<file path="config.mk">
export PLATFORM = sky130hd
export DESIGN_NAME = lc_transition_ctrl
export DESIGN_NICKNAME = d
export VERILOG_FILES = /design/src/rtl/lc_transition_ctrl.sv
export SDC_FILE = /design/constraint.sdc
export NUM_CORES = 1
export LEC_CHECK = 0
export CAP_MARGIN = 30
export CELL_PAD_IN_SITES_DETAIL_PLACEMENT = 2
export CELL_PAD_IN_SITES_GLOBAL_PLACEMENT = 2
export CORE_AREA = 2 2 404 406
export CTS_BUF_LIST = sky130_fd_sc_hd__clkbuf_2
export CTS_CLUSTER_SIZE = 16
export DETAILED_ROUTE_END_ITERATION = 8
export DIE_AREA = 0 0 406 408
export GPL_ROUTABILITY_DRIVEN = 0
export PLACE_DENSITY_LB_ADDON = 0.25
export SKIP_LAST_GASP = 1
export SLEW_MARGIN = 20
export SYNTH_ARGS = -nofsm -noshare
export SYNTH_HDL_FRONTEND = slang
export SYNTH_SLANG_ARGS = --single-unit
export TNS_END_PERCENT = 20
</file>
<file path="constraint.sdc">
create_clock -name clk -period 6.4 [get_ports clk]
set_input_delay 1.28 -clock clk [delete_from_list [all_inputs] [get_ports clk]]
set_output_delay 1.28 -clock clk [all_outputs]
set_load 0.05 [all_outputs]
</file>
<file path="src/rtl/lc_transition_ctrl.sv">
// ---------------------------------------------------------------------------
// lc_transition_ctrl
//
// Lifecycle transition controller. A request from the security manager
// carries an owner identifier and a mode (advance by one state, or jump
// straight to the terminal/scrap state). The identifier is checked against a
// golden signature read from an external signature memory. A match applies
// the transition. A mismatch bumps a consecutive-failure counter, and enough
// mismatches in a row lock the block until reset. A memory read that never
// returns is abandoned after TIMEOUT cycles.
//
// Ports
//   clk, rst_n        clock, asynchronous active-low reset
//   lc_req            transition request (level, held until lc_done)
//   lc_mode           0 = advance, 1 = scrap; sampled with lc_req
//   lc_identifier     candidate owner identifier; sampled with lc_req
//   sig_rd_en         signature memory read enable
//   sig_addr          signature slot (lc_state, or NUM_STATES for scrap)
//   sig_rd_data       golden signature returned by the memory
//   sig_valid         sig_rd_data qualifier
//   lc_state          current lifecycle state
//   lc_done           attempt complete (held until lc_req drops)
//   lc_success        attempt authenticated and applied
//   lc_error          0 none, 1 bad identifier, 2 already terminal, 3 timeout
//   lc_locked         permanent lockout active
//   fail_cnt          consecutive bad-identifier count
// ---------------------------------------------------------------------------
module lc_transition_ctrl #(
  parameter int ID_WIDTH   = 512,
  parameter int NUM_STATES = 6,
  parameter int STATE_W    = 3,
  parameter int INIT_STATE = 1,
  parameter int MAX_FAILS  = 3,
  parameter int TIMEOUT    = 16
) (
  input  logic                             clk,
  input  logic                             rst_n,
  input  logic                             lc_req,
  input  logic                             lc_mode,
  input  logic [ID_WIDTH-1:0]              lc_identifier,
  output logic                             sig_rd_en,
  output logic [STATE_W-1:0]               sig_addr,
  input  logic [ID_WIDTH-1:0]              sig_rd_data,
  input  logic                             sig_valid,
  output logic [STATE_W-1:0]               lc_state,
  output logic                             lc_done,
  output logic                             lc_success,
  output logic [1:0]                       lc_error,
  output logic                             lc_locked,
  output logic [$clog2(MAX_FAILS+1)-1:0]   fail_cnt
);

  localparam int FC_W  = $clog2(MAX_FAILS + 1);
  localparam int TMO_W = $clog2(TIMEOUT + 1);

  localparam logic [STATE_W-1:0] TERM_STATE = STATE_W'(NUM_STATES - 1);
  localparam logic [STATE_W-1:0] SCRAP_SLOT = STATE_W'(NUM_STATES);
  localparam logic [STATE_W-1:0] INIT_VAL   = STATE_W'(INIT_STATE);
  localparam logic [FC_W-1:0]    FAIL_MAX   = FC_W'(MAX_FAILS);
  localparam logic [TMO_W-1:0]   TMO_LAST   = TMO_W'(TIMEOUT - 1);

  localparam logic [1:0] ERR_NONE = 2'd0;
  localparam logic [1:0] ERR_ID   = 2'd1;
  localparam logic [1:0] ERR_TERM = 2'd2;
  localparam logic [1:0] ERR_TMO  = 2'd3;

  typedef enum logic [1:0] {
    IDLE   = 2'd0,
    FETCH  = 2'd1,
    DONE   = 2'd2,
    LOCKED = 2'd3
  } fsm_t;

  fsm_t                state, state_n;
  logic [ID_WIDTH-1:0] id_reg, id_reg_n;
  logic                mode_reg, mode_reg_n;
  logic [TMO_W-1:0]    tmo_cnt, tmo_cnt_n;
  logic                sig_rd_en_n;
  logic [STATE_W-1:0]  sig_addr_n;
  logic [STATE_W-1:0]  lc_state_n;
  logic                lc_done_n, lc_success_n, lc_locked_n;
  logic [1:0]          lc_error_n;
  logic [FC_W-1:0]     fail_cnt_n;

  // Failure counter saturates so it can never wrap back to zero.
  function automatic logic [FC_W-1:0] sat_inc(input logic [FC_W-1:0] v);
    return (v >= FAIL_MAX) ? FAIL_MAX : FC_W'(v + 1'b1);
  endfunction

  // Target state of a successful transition; never steps past terminal.
  function automatic logic [STATE_W-1:0] next_lc(input logic [STATE_W-1:0] cur,
                                                 input logic scrap);
    if (scrap)                return TERM_STATE;
    else if (cur < TERM_STATE) return STATE_W'(cur + 1'b1);
    else                      return cur;
  endfunction

  always_comb begin
    state_n      = state;
    id_reg_n     = id_reg;
    mode_reg_n   = mode_reg;
    tmo_cnt_n    = tmo_cnt;
    sig_rd_en_n  = sig_rd_en;
    sig_addr_n   = sig_addr;
    lc_state_n   = lc_state;
    lc_done_n    = lc_done;
    lc_success_n = lc_success;
    lc_error_n   = lc_error;
    lc_locked_n  = lc_locked;
    fail_cnt_n   = fail_cnt;

    case (state)
      IDLE: begin
        if (lc_req) begin
          id_reg_n   = lc_identifier;
          mode_reg_n = lc_mode;
          if (lc_state == TERM_STATE) begin
            state_n      = DONE;
            lc_done_n    = 1'b1;
            lc_success_n = 1'b0;
            lc_error_n   = ERR_TERM;
          end else begin
            state_n     = FETCH;
            tmo_cnt_n   = '0;
            sig_rd_en_n = 1'b1;
            sig_addr_n  = lc_mode ? SCRAP_SLOT : lc_state;
          end
        end
      end

      FETCH: begin
        if (sig_valid) begin
          state_n     = DONE;
          sig_rd_en_n = 1'b0;
          tmo_cnt_n   = '0;
          lc_done_n   = 1'b1;
          if (sig_rd_data == id_reg) begin
            lc_state_n   = next_lc(lc_state, mode_reg);
            lc_success_n = 1'b1;
            lc_error_n   = ERR_NONE;
            fail_cnt_n   = '0;
          end else begin
            lc_success_n = 1'b0;
            lc_error_n   = ERR_ID;
            fail_cnt_n   = sat_inc(fail_cnt);
            id_reg_n     = '0;
            // Lock together with the failing lc_done, not one cycle later.
            if (sat_inc(fail_cnt) == FAIL_MAX) lc_locked_n = 1'b1;
          end
        end else if (tmo_cnt == TMO_LAST) begin
          state_n      = DONE;
          sig_rd_en_n  = 1'b0;
          tmo_cnt_n    = '0;
          lc_done_n    = 1'b1;
          lc_success_n = 1'b0;
          lc_error_n   = ERR_TMO;
        end else begin
          tmo_cnt_n = TMO_W'(tmo_cnt + 1'b1);
        end
      end

      DONE: begin
        if (!lc_req) begin
          lc_done_n    = 1'b0;
          lc_success_n = 1'b0;
          lc_error_n   = ERR_NONE;
          id_reg_n     = '0;
          state_n      = lc_locked ? LOCKED : IDLE;
        end
      end

      // Terminal sink: only reset leaves.
      LOCKED: begin
        lc_locked_n = 1'b1;
      end

      default: state_n = IDLE;
    endcase
  end

  always_ff @(posedge clk or negedge rst_n) begin
    if (!rst_n) begin
      state      <= IDLE;
      id_reg     <= '0;
      mode_reg   <= 1'b0;
      tmo_cnt    <= '0;
      sig_rd_en  <= 1'b0;
      sig_addr   <= '0;
      lc_state   <= INIT_VAL;
      lc_done    <= 1'b0;
      lc_success <= 1'b0;
      lc_error   <= ERR_NONE;
      lc_locked  <= 1'b0;
      fail_cnt   <= '0;
    end else begin
      state      <= state_n;
      id_reg     <= id_reg_n;
      mode_reg   <= mode_reg_n;
      tmo_cnt    <= tmo_cnt_n;
      sig_rd_en  <= sig_rd_en_n;
      sig_addr   <= sig_addr_n;
      lc_state   <= lc_state_n;
      lc_done    <= lc_done_n;
      lc_success <= lc_success_n;
      lc_error   <= lc_error_n;
      lc_locked  <= lc_locked_n;
      fail_cnt   <= fail_cnt_n;
    end
  end

endmodule

</file>
# [Word-level counts from Yosys, hierarchy flattened]
# Cells that the tools add are included.
[classes] add_sub_neg=3 order_cmp=2 n_eq_ne=15 n_mux=49 n_bitwise=1 n_reduce_logical=15
[ops] op="two-way mux 512 bit" n=4
[ops] op="one-hot mux 512 bit (3 select lines)" n=1
[ops] op="== test 512 bit" n=1
[ops] op="two-way mux 2 bit" n=13
[ops] op="two-way mux 5 bit" n=4
[ops] op="two-way mux 1 bit" n=17
[ops] op="AND reduction 4 bit" n=4
[ops] op="inequality test 2 bit, second input constant" n=7
[ops] op="one-hot mux 2 bit (3 select lines)" n=2
[ops] op="one-hot mux 5 bit (2 select lines)" n=1
[ops] op="AND reduction 5 bit" n=2
[ops] op="two-way mux 3 bit" n=3
[ops] op="== test 2 bit, second input constant" n=3
[ops] op="one-hot mux 1 bit (3 select lines)" n=2
[ops] op="AND reduction 3 bit" n=2
[ops] op="nonzero test 2 bit" n=3
[ops] op="adder 5 x 1 -> 5 bit, second input constant" n=1
[ops] op="== test 5 x 4 -> 1 bit, second input constant" n=1
[ops] op="one-hot mux 1 bit (2 select lines)" n=2
[ops] op="AND reduction 2 bit" n=2
[ops] op="adder 3 x 1 -> 3 bit, second input constant" n=1
[ops] op="== test 3 bit, second input constant" n=1
[ops] op="< comparator 3 bit, second input constant" n=1
[ops] op="inequality test 3 bit, second input constant" n=1
[ops] op="other kinds (6)" n=6
[totals] regBits=534 in_bits=1029 output_inout_bits=14 wordCells=97

# [Longest topological paths before layout]
# Gate-level depths: netlist (run 1).
[logic_depth] ltp_word=7 ltp_mapped=10 depth_no_buf=8

# [Least setup slack after synthesis (run 1)]
# No wires, ideal clock.
[synth_path] path_type="input -> register" startpoint="input sig_rd_data[349]" endpoint="register id_reg[100]" setup_ns=0.135 t_arrival_ns=2.999 required_time_ns=6.265 path_slack_ns=3.266 stages=10 n_path_buf=3 cell_sequence="xor2_1 > nor4_1 > nand4_1 > nor4_1 > nand4_1 > buf_2 > buf_2 > buf_4 > o2111ai_2 > o211ai_2"
[synth_via] elab_chain_cells=3
[synth_rtl] element="start: declaration" line_no="43" text="input logic [ID_WIDTH-1:0] sig_rd_data,"
[synth_rtl] element="== test 512 bit" line_no="137" text="if (sig_rd_data == id_reg) begin"
[synth_rtl] element="inequality test 2 bit (no line)"
[synth_rtl] element="AND reduction 5 bit (no line)"
[synth_rtl] element="end signal: assignment" line_no="197" text="id_reg <= id_reg_n;"
[synth_rtl] element="end: declaration" line_no="75" text="logic [ID_WIDTH-1:0] id_reg, id_reg_n;"
# No other way between the ends.
# A chain may end at the register's enable or synchronous reset.

# [Final worst setup path (run 1)]
[layout_path] startpoint="register id_reg[346]" endpoint="register id_reg[417]"
[layout_via] elab_chain_cells=3
[layout_rtl] element="== test 512 bit" line_no="137"
[layout_rtl] element="inequality test 2 bit (no line)"
[layout_rtl] element="AND reduction 5 bit (no line)"
# No other way between the ends.

==> flow_metrics.env, run 1 <==
export IMPL_yosys_top_cells_area="dfrtp_1 (27%), o2111ai_2 (12%), o211ai_2 (11%)"
export IMPL_criticalPathCategory="register to register"
export IMPL_synth_top_family_by_area="compound AO/OA/AOI/OAI gates"
export IMPL_grt_met3_usage=0.07136
export IMPL_p_sw_frac=0.5673
export IMPL_tightestPinTransition_ns=1.286
export IMPL_grtUsageMet1=0.4657
export IMPL_seq_area_sq_mm=0.01336
export IMPL_largest_reg_flops=512
export IMPL_clockBufferDepth=3
export IMPL_ioPinCount=1043
export IMPL_synthXorXnorAreaFrac=0.09003
export IMPL_cts_sinks=534
export IMPL_synth_cell_types=42
export IMPL_status="finished clean"
export IMPL_comb_power_share=0.680
export IMPL_post_route_period_util=0.7313
export IMPL_h_tree_depth=4
export IMPL_num_vias=52590
export IMPL_dp_hpwl_microns=231300
export IMPL_setup_viol=0
export IMPL_crit_fanout=76
export IMPL_slowest_stage="nor4_2"
export IMPL_post_drt_via_cell_ratio=6.101
export IMPL_antenna_left=0
export IMPL_maxSlewViolCount=0
export IMPL_stdcell_area_sq_mm=0.06357
export IMPL_synth_top_cell_by_area="dfrtp_1"
export IMPL_nets=7307
export IMPL_synth_edf_count=0
export IMPL_synthMostInstantiatedCell="dfrtp_1"
export IMPL_multi_input_area_sq_mm=0.03340
export IMPL_cts_inserted_buffers=173
export IMPL_wl_per_cell_microns=35.95
export IMPL_powerDensity_mw_per_mm2=479.9
export IMPL_ys_seq_area_frac=0.2683
export IMPL_rsz0062_at_grt="no"
export IMPL_r2r_slack_ns=1.72
export IMPL_drive_gt1_frac=0.2008
export IMPL_fin_total_pwr_mw=30.51
export IMPL_synth_adder_area_share=0.001758
export IMPL_critPathBufInv=3
export IMPL_vdd_drop_max_mv=0.5454
export IMPL_finClkSkew_ns=0.1227
export IMPL_sequentialPowerShare=0.214
export IMPL_ys_flop_type="dfrtp_1"
export IMPL_worstPathArrival_ns=6.16
export IMPL_cts_setup_buffers=0
export IMPL_avgSynthCellArea_sq_um=9.011
export IMPL_grt_max_degree=197
export IMPL_start_kind="register"
export IMPL_ys_seq_elements=534
export IMPL_crit_path_cell_trace="xor2_1 > buf_4 > nor4_2 > nand4_1 > nor4_1 > nand4_1 > buf_12 > buf_12 > o2111ai_1 > o211ai_2"
export IMPL_insertion_delay_ns=1.73
export IMPL_synth_area_mux_share=0.0004521
export IMPL_syn_cell_area_sq_mm=0.04981
export IMPL_async_reset_ff_frac=1.000
export IMPL_grt_ovfl_total=0
export IMPL_grt_first_pass_wirelength_microns=430400
export IMPL_use_met2=0.5594
export IMPL_p_sw_mw=17.31
export IMPL_critPathTopFamily="simple AND/OR/NAND/NOR gates"
export IMPL_core_area_sq_mm=0.1617
export IMPL_die_area_sq_mm=0.1656
export IMPL_synth_cells=5528
export IMPL_first_pass_iters=6
export IMPL_rows=148
export IMPL_synth_top_area_share=0.2678
export IMPL_synth_simple_area_share=0.2312
export IMPL_io_buffers=1042
export IMPL_drt_wl_total_microns=309900
export IMPL_fin_crit_ns=4.680
export IMPL_postPlaceCellArea_sq_mm=0.06183
export IMPL_cts_tree="done"
export IMPL_hold_path_class="input port to async pin"
export IMPL_netlist_top_cells_count="dfrtp_1 (533), nand2_1 (526), nor2_1 (521)"
export IMPL_critPathRequiredTime_ns=7.88
export IMPL_maxCapViolations=0
export IMPL_internal_power_mw=13.20
export IMPL_grt_pass1_vias=55250
export IMPL_crit_path_max_incr_delay_ns=0.82
export IMPL_antenna_found_initial=108
export IMPL_clkTransAtPathRegs_ns=0.10
export IMPL_timing_slew_headroom=0.1399
export IMPL_fp_dieW_microns=406
export IMPL_track_usage=0.3627
export IMPL_fmax_mhz=213.7
export IMPL_synth_compound_area_share=0.3424
export IMPL_initial_core_util=0.3081
export IMPL_synth_nets=6564
export IMPL_grt_busiest_layer="met2"
export IMPL_drt_iter0_markers=4164
export IMPL_hold_violations=0
export IMPL_fillCellCount=17710
export IMPL_setup_tns_ns=0
export IMPL_route_detailed_drc=0
export IMPL_cts_root_buf="clkbuf_2"
export IMPL_die_h_microns=408
export IMPL_leakagePower_nw=25.33
export IMPL_clkPwrFrac=0.106
export IMPL_post_route_util=0.3932
export IMPL_ys_warn_count=0
export IMPL_syn_to_final_growth_pct=27.62
export IMPL_worstSetupEndpointType="register"
-- cell type report --
class	instances	area share
well taps	2175	0.04281
inverters	8	0.0005905
clock inverters	33	0.004881
clock buffers	247	0.01945
multi-input cells	4356	0.5254
flip-flops and latches	534	0.2102
diodes	70	0.002756
repair buffers	1198	0.1939
-- per-stage QoR --
stage                     setup WS [ns]  hold WS, ns  cells
after global placement           0.1537       0.4687   8254
after detailed placement         0.4383       0.4814   8269
after global routing              1.744       0.1065   8598
after floorplan                   3.266       0.4749   5528
after CTS                         1.693     0.002358   8550
final                             1.720       0.1793   8621
-- timing repair --
item	CTS	global route
hold buffers	1	0
resized for setup	0	0
endpoints found under the hold margin	74	0
-- power groups by stage --
stage | registers (mW) | clock network (mW) | logic (mW)
after floorplan | 6.13 | 0 | 12.8
after global placement | 6.41 | 0 | 19.6
after detailed placement | 6.55 | 0 | 20.4
after CTS | 6.48 | 3.32 | 20.5
after global routing | 6.71 | 3.46 | 22.0
final | 6.52 | 3.24 | 20.8
-- worst reg2reg max path, stage by stage, from the launching register on --
cell,delay [ns]
dfrtp_1,0.43
xor2_1,0.22
buf_4,0.21
nor4_2,0.82
nand4_1,0.41
nor4_1,0.72
nand4_1,0.35
buf_12,0.32
buf_12,0.48
o2111ai_1,0.37
o211ai_2,0.12
-- logic make-up (layout without fill, tap and decap cells) --
group | after synthesis | in the layout
and+or+nand+nor | 2259 | 2259
muxes | 2 | 2
DFF | 534 | 534
xor gates and xnor gates | 512 | 512
AOI/OAI and AO/OA | 1576 | 1576
other | 0 | 70
buffers and inverters | 638 | 1486
adders and majority gates | 7 | 7
-- path summary, 6_finish.rpt --
check / startpoint / endpoint / depth (start not counted)
worst max-delay path: id_reg[346] / id_reg[417] / 10
worst min-delay path: rst_n / sig_addr[0] / 2
worst max register to register: id_reg[346] / id_reg[417] / 10
worst min register to register: lc_error[0] / lc_error[0] / 2
max in group asynchronous: rst_n / id_reg[90] / 3
min in group clk: sig_valid / id_reg[266] / 3
-- cell usage in the layout (no fill, tap or decap), drive strengths merged, types with 3 or more instances in the layout --
| cell | n |
|---|---|
| nor2b | 514 |
| nand2 | 527 |
| xor2 | 512 |
| a31oi | 3 |
| nor3 | 4 |
| nor4 | 138 |
| o211ai | 512 |
| nor2 | 521 |
| clkdlybuf4s50 | 1040 |
| and3 | 514 |
| clkbuf | 247 |
| o2111ai | 513 |
| inv | 11 |
| clkinv | 22 |
| nand4 | 34 |
| a21oi | 12 |
| buf | 157 |
| ha | 7 |
| diode | 70 |
| dfrtp | 533 |
| o21ai | 12 |
| bufinv | 6 |
| a211oi | 514 |
-- routing by layer --
layer / routed length [microns] / up-vias / part of all wire
met5: 299 / - / 0.00096
met4: 20490 / 46 / 0.066
met3: 21080 / 626 / 0.068
met2: 140300 / 2163 / 0.45
met1: 127800 / 27510 / 0.41
li1: - / 22250 / -
Note: power is estimated with default switching activity, not from simulation.
==> run 2, diff against run 1 <==
--- a/config.mk
+++ b/config.mk
@@ -8,11 +8,11 @@
 export CAP_MARGIN = 30
 export CELL_PAD_IN_SITES_DETAIL_PLACEMENT = 2
 export CELL_PAD_IN_SITES_GLOBAL_PLACEMENT = 2
-export CORE_AREA = 2 2 404 406
+export CORE_AREA = 2 2 410 412
 export CTS_BUF_LIST = sky130_fd_sc_hd__clkbuf_2
 export CTS_CLUSTER_SIZE = 16
 export DETAILED_ROUTE_END_ITERATION = 8
-export DIE_AREA = 0 0 406 408
+export DIE_AREA = 0 0 412 414
 export GPL_ROUTABILITY_DRIVEN = 0
 export PLACE_DENSITY_LB_ADDON = 0.25
 export SKIP_LAST_GASP = 1
==> constraint.sdc (replaced) <==
create_clock -name clk -period 4.88 [get_ports clk]
set_input_delay 0.976 -clock clk [delete_from_list [all_inputs] [get_ports clk]]
set_output_delay 0.976 -clock clk [all_outputs]
set_load 0.05 [all_outputs]
==> flow_metrics.env, run 2 (synthesis results as in run 1) <==
export IMPL_status="finished clean"
export IMPL_fp_dieW_microns=412
export IMPL_initial_core_util=0.2996
export IMPL_crit_fanout=46
export IMPL_dp_hpwl_microns=248000
export IMPL_cts_tree="done"
export IMPL_setup_viol=0
export IMPL_grt_met3_usage=0.08687
export IMPL_slowest_stage="nor4_2"
export IMPL_critPathBufInv=4
export IMPL_io_buffers=1042
export IMPL_drt_iter0_markers=4830
export IMPL_path_depth=11
export IMPL_grt_first_pass_wirelength_microns=471700
export IMPL_holdWs_ns=0.1634
export IMPL_hold_path_class="input port to register"
export IMPL_start_kind="register"
export IMPL_fmax_mhz=239.6
export IMPL_use_met2=0.6025
export IMPL_endpoint="id_reg[266]"
export IMPL_worstSetupEndpointType="register"
export IMPL_rows=150
export IMPL_rr_startpoint="id_reg[346]"
export IMPL_syn_to_final_growth_pct=40.88
export IMPL_post_drt_via_cell_ratio=5.979
export IMPL_critPathRequiredTime_ns=6.48
export IMPL_core_area_sq_mm=0.1663
export IMPL_r2r_cells=11
export IMPL_vdd_drop_max_mv=0.5969
export IMPL_stdcell_count=9387
export IMPL_clkTransAtPathRegs_ns=0.11
export IMPL_timing_slew_headroom=0.1595
export IMPL_sequentialPowerShare=0.210
export IMPL_ioPinCount=1043
export IMPL_critPathTopFamily="simple AND/OR/NAND/NOR gates"
export IMPL_internal_power_mw=17.98
export IMPL_clkPwrFrac=0.104
export IMPL_r2r_slack_ns=0.71
export IMPL_powerDensity_mw_per_mm2=585.6
export IMPL_criticalPathCategory="register to register"
export IMPL_route_detailed_drc=0
export IMPL_fin_crit_ns=4.173
export IMPL_grtUsageMet1=0.4758
export IMPL_p_sw_mw=23.11
export IMPL_p_sw_frac=0.5624
export IMPL_cts_root_buf="clkbuf_2"
export IMPL_comb_power_share=0.687
export IMPL_cts_sinks=534
export IMPL_drt_wl_total_microns=339800
export IMPL_maxCapViolations=0
export IMPL_die_h_microns=414
export IMPL_finClkSkew_ns=0.1450
export IMPL_worstPathArrival_ns=5.77
export IMPL_maxSlewViolCount=0
export IMPL_hold_violations=0
export IMPL_drive_gt1_frac=0.2047
export IMPL_cts_inserted_buffers=183
export IMPL_crit_path_cell_trace="xor2_1 > nor4_2 > nand4_1 > nor4_1 > buf_4 > nand4_1 > buf_4 > buf_12 > o2111ai_2 > dlygate4sd3_1 > o211ai_2"
export IMPL_fin_total_pwr_mw=41.10
export IMPL_num_vias=56130
export IMPL_nets=7936
export IMPL_grt_ovfl_total=0
export IMPL_leakagePower_nw=28.31
export IMPL_h_tree_depth=4
export IMPL_largest_reg_flops=512
export IMPL_final_common_cell="clkdlybuf4s50_1"
export IMPL_die_area_sq_mm=0.1706
export IMPL_rsz0062_at_grt="no"
export IMPL_insertion_delay_ns=1.80
export IMPL_track_usage=0.3846
export IMPL_post_route_period_util=0.8552
export IMPL_grt_busiest_layer="met2"
export IMPL_final_cell_mix="clkdlybuf4s50_1 (1040), dfrtp_1 (533), nand2_1 (526), nor2_1 (521)"
export IMPL_r2r_end="id_reg[266]"
export IMPL_antenna_left=0
export IMPL_grt_max_degree=161
export IMPL_grt_pass1_vias=60420
export IMPL_antenna_found_initial=219
export IMPL_cts_setup_buffers=0
export IMPL_post_route_util=0.4220
export IMPL_dp_cells=8434
export IMPL_crit_path_max_incr_delay_ns=0.87
export IMPL_first_pass_iters=8
export IMPL_critPathLaunch="id_reg[346]"
export IMPL_wl_per_cell_microns=36.20
export IMPL_tightestPinTransition_ns=1.261
export IMPL_clockBufferDepth=3
-- run 2: cell count changes in the layout (fill, tap and decap cells not counted), moves of 5 or more --
cell,delta
bufinv_16,-5
xor2_1,+6
clkinv_1,-5
buf_4,+92
clkbuf_2,+35
dlygate4sd3_1,+483
nor4_1,+7
inv_2,+6
diode_2,+88
nor4_2,-8
buf_12,+45
xor2_2,-6
-- run 2: layout make-up --
type	count	area, sq um
Timing Repair Buffer	1817	18740
Clock inverter	28	155.1
Tap cell	2204	2758
Sequential cell	534	13360
Fill cell	17920	96110
Inverter	8	37.54
Antenna cell	158	395.4
Multi-Input combinational cell	4356	33320
Clock buffer	282	1411
-- run 2: power groups by stage --
| stage | sequential, mW | combinational, mW | clock [mW] |
|---|---|---|---|
| floorplan | 8.03 | 16.8 | 0 |
| global placement | 8.42 | 26.1 | 0 |
| detailed placement | 8.59 | 27.1 | 0 |
| CTS | 8.52 | 27.6 | 4.35 |
| global route | 8.84 | 29.8 | 4.56 |
| finish | 8.61 | 28.2 | 4.27 |
-- run 2: worst register-to-register path, stage by stage (launching register included) --
cell and delay (ns):
dfrtp_1 0.42, xor2_1 0.34, nor4_2 0.88, nand4_1 0.34, nor4_1 0.34, buf_4 0.19, nand4_1 0.12, buf_4 0.25
buf_12 0.27, o2111ai_2 0.25, dlygate4sd3_1 0.58, o211ai_2 0.08
-- run 2: what timing repair did --
item                                   4_1_cts  5_1_grt
gates resized for setup                      0        0
endpoints found under the hold margin      919        0
hold buffers                               485        0
-- run 2: per-stage QoR --
stage          worst slack, ns  cell area [sq um]  TNS (ns)
2_1_floorplan            2.050              49810         0
3_3_place_gp           -0.2509              63310    -91.71
3_5_place_dp          -0.07239              63340    -2.519
4_1_cts                 0.5077              69780         0
5_1_grt                 0.5755              70090         0
6_report                0.7066              70180         0
-- run 2: layer usage --
metal,share of wire,vias up
met2,0.46,2430
met3,0.070,833
met1,0.40,29120
met4,0.069,92
li1,-,23650
met5,0.0018,-
-- run 2: worst min-delay path by stage --
stage / startpoint / to / slack, ns / cells after the start
6_report: lc_identifier[397] / id_reg[397] / 0.16 / 4
5_1_grt: lc_identifier[281] / id_reg[281] / 0.08 / 4
4_1_cts: lc_identifier[87] / id_reg[87] / 0.004 / 4
3_5_place_dp: lc_done / lc_done / 0.49 / 2
3_3_place_gp: lc_done / lc_done / 0.47 / 2
2_1_floorplan: tmo_cnt[1] / tmo_cnt[1] / 0.47 / 2
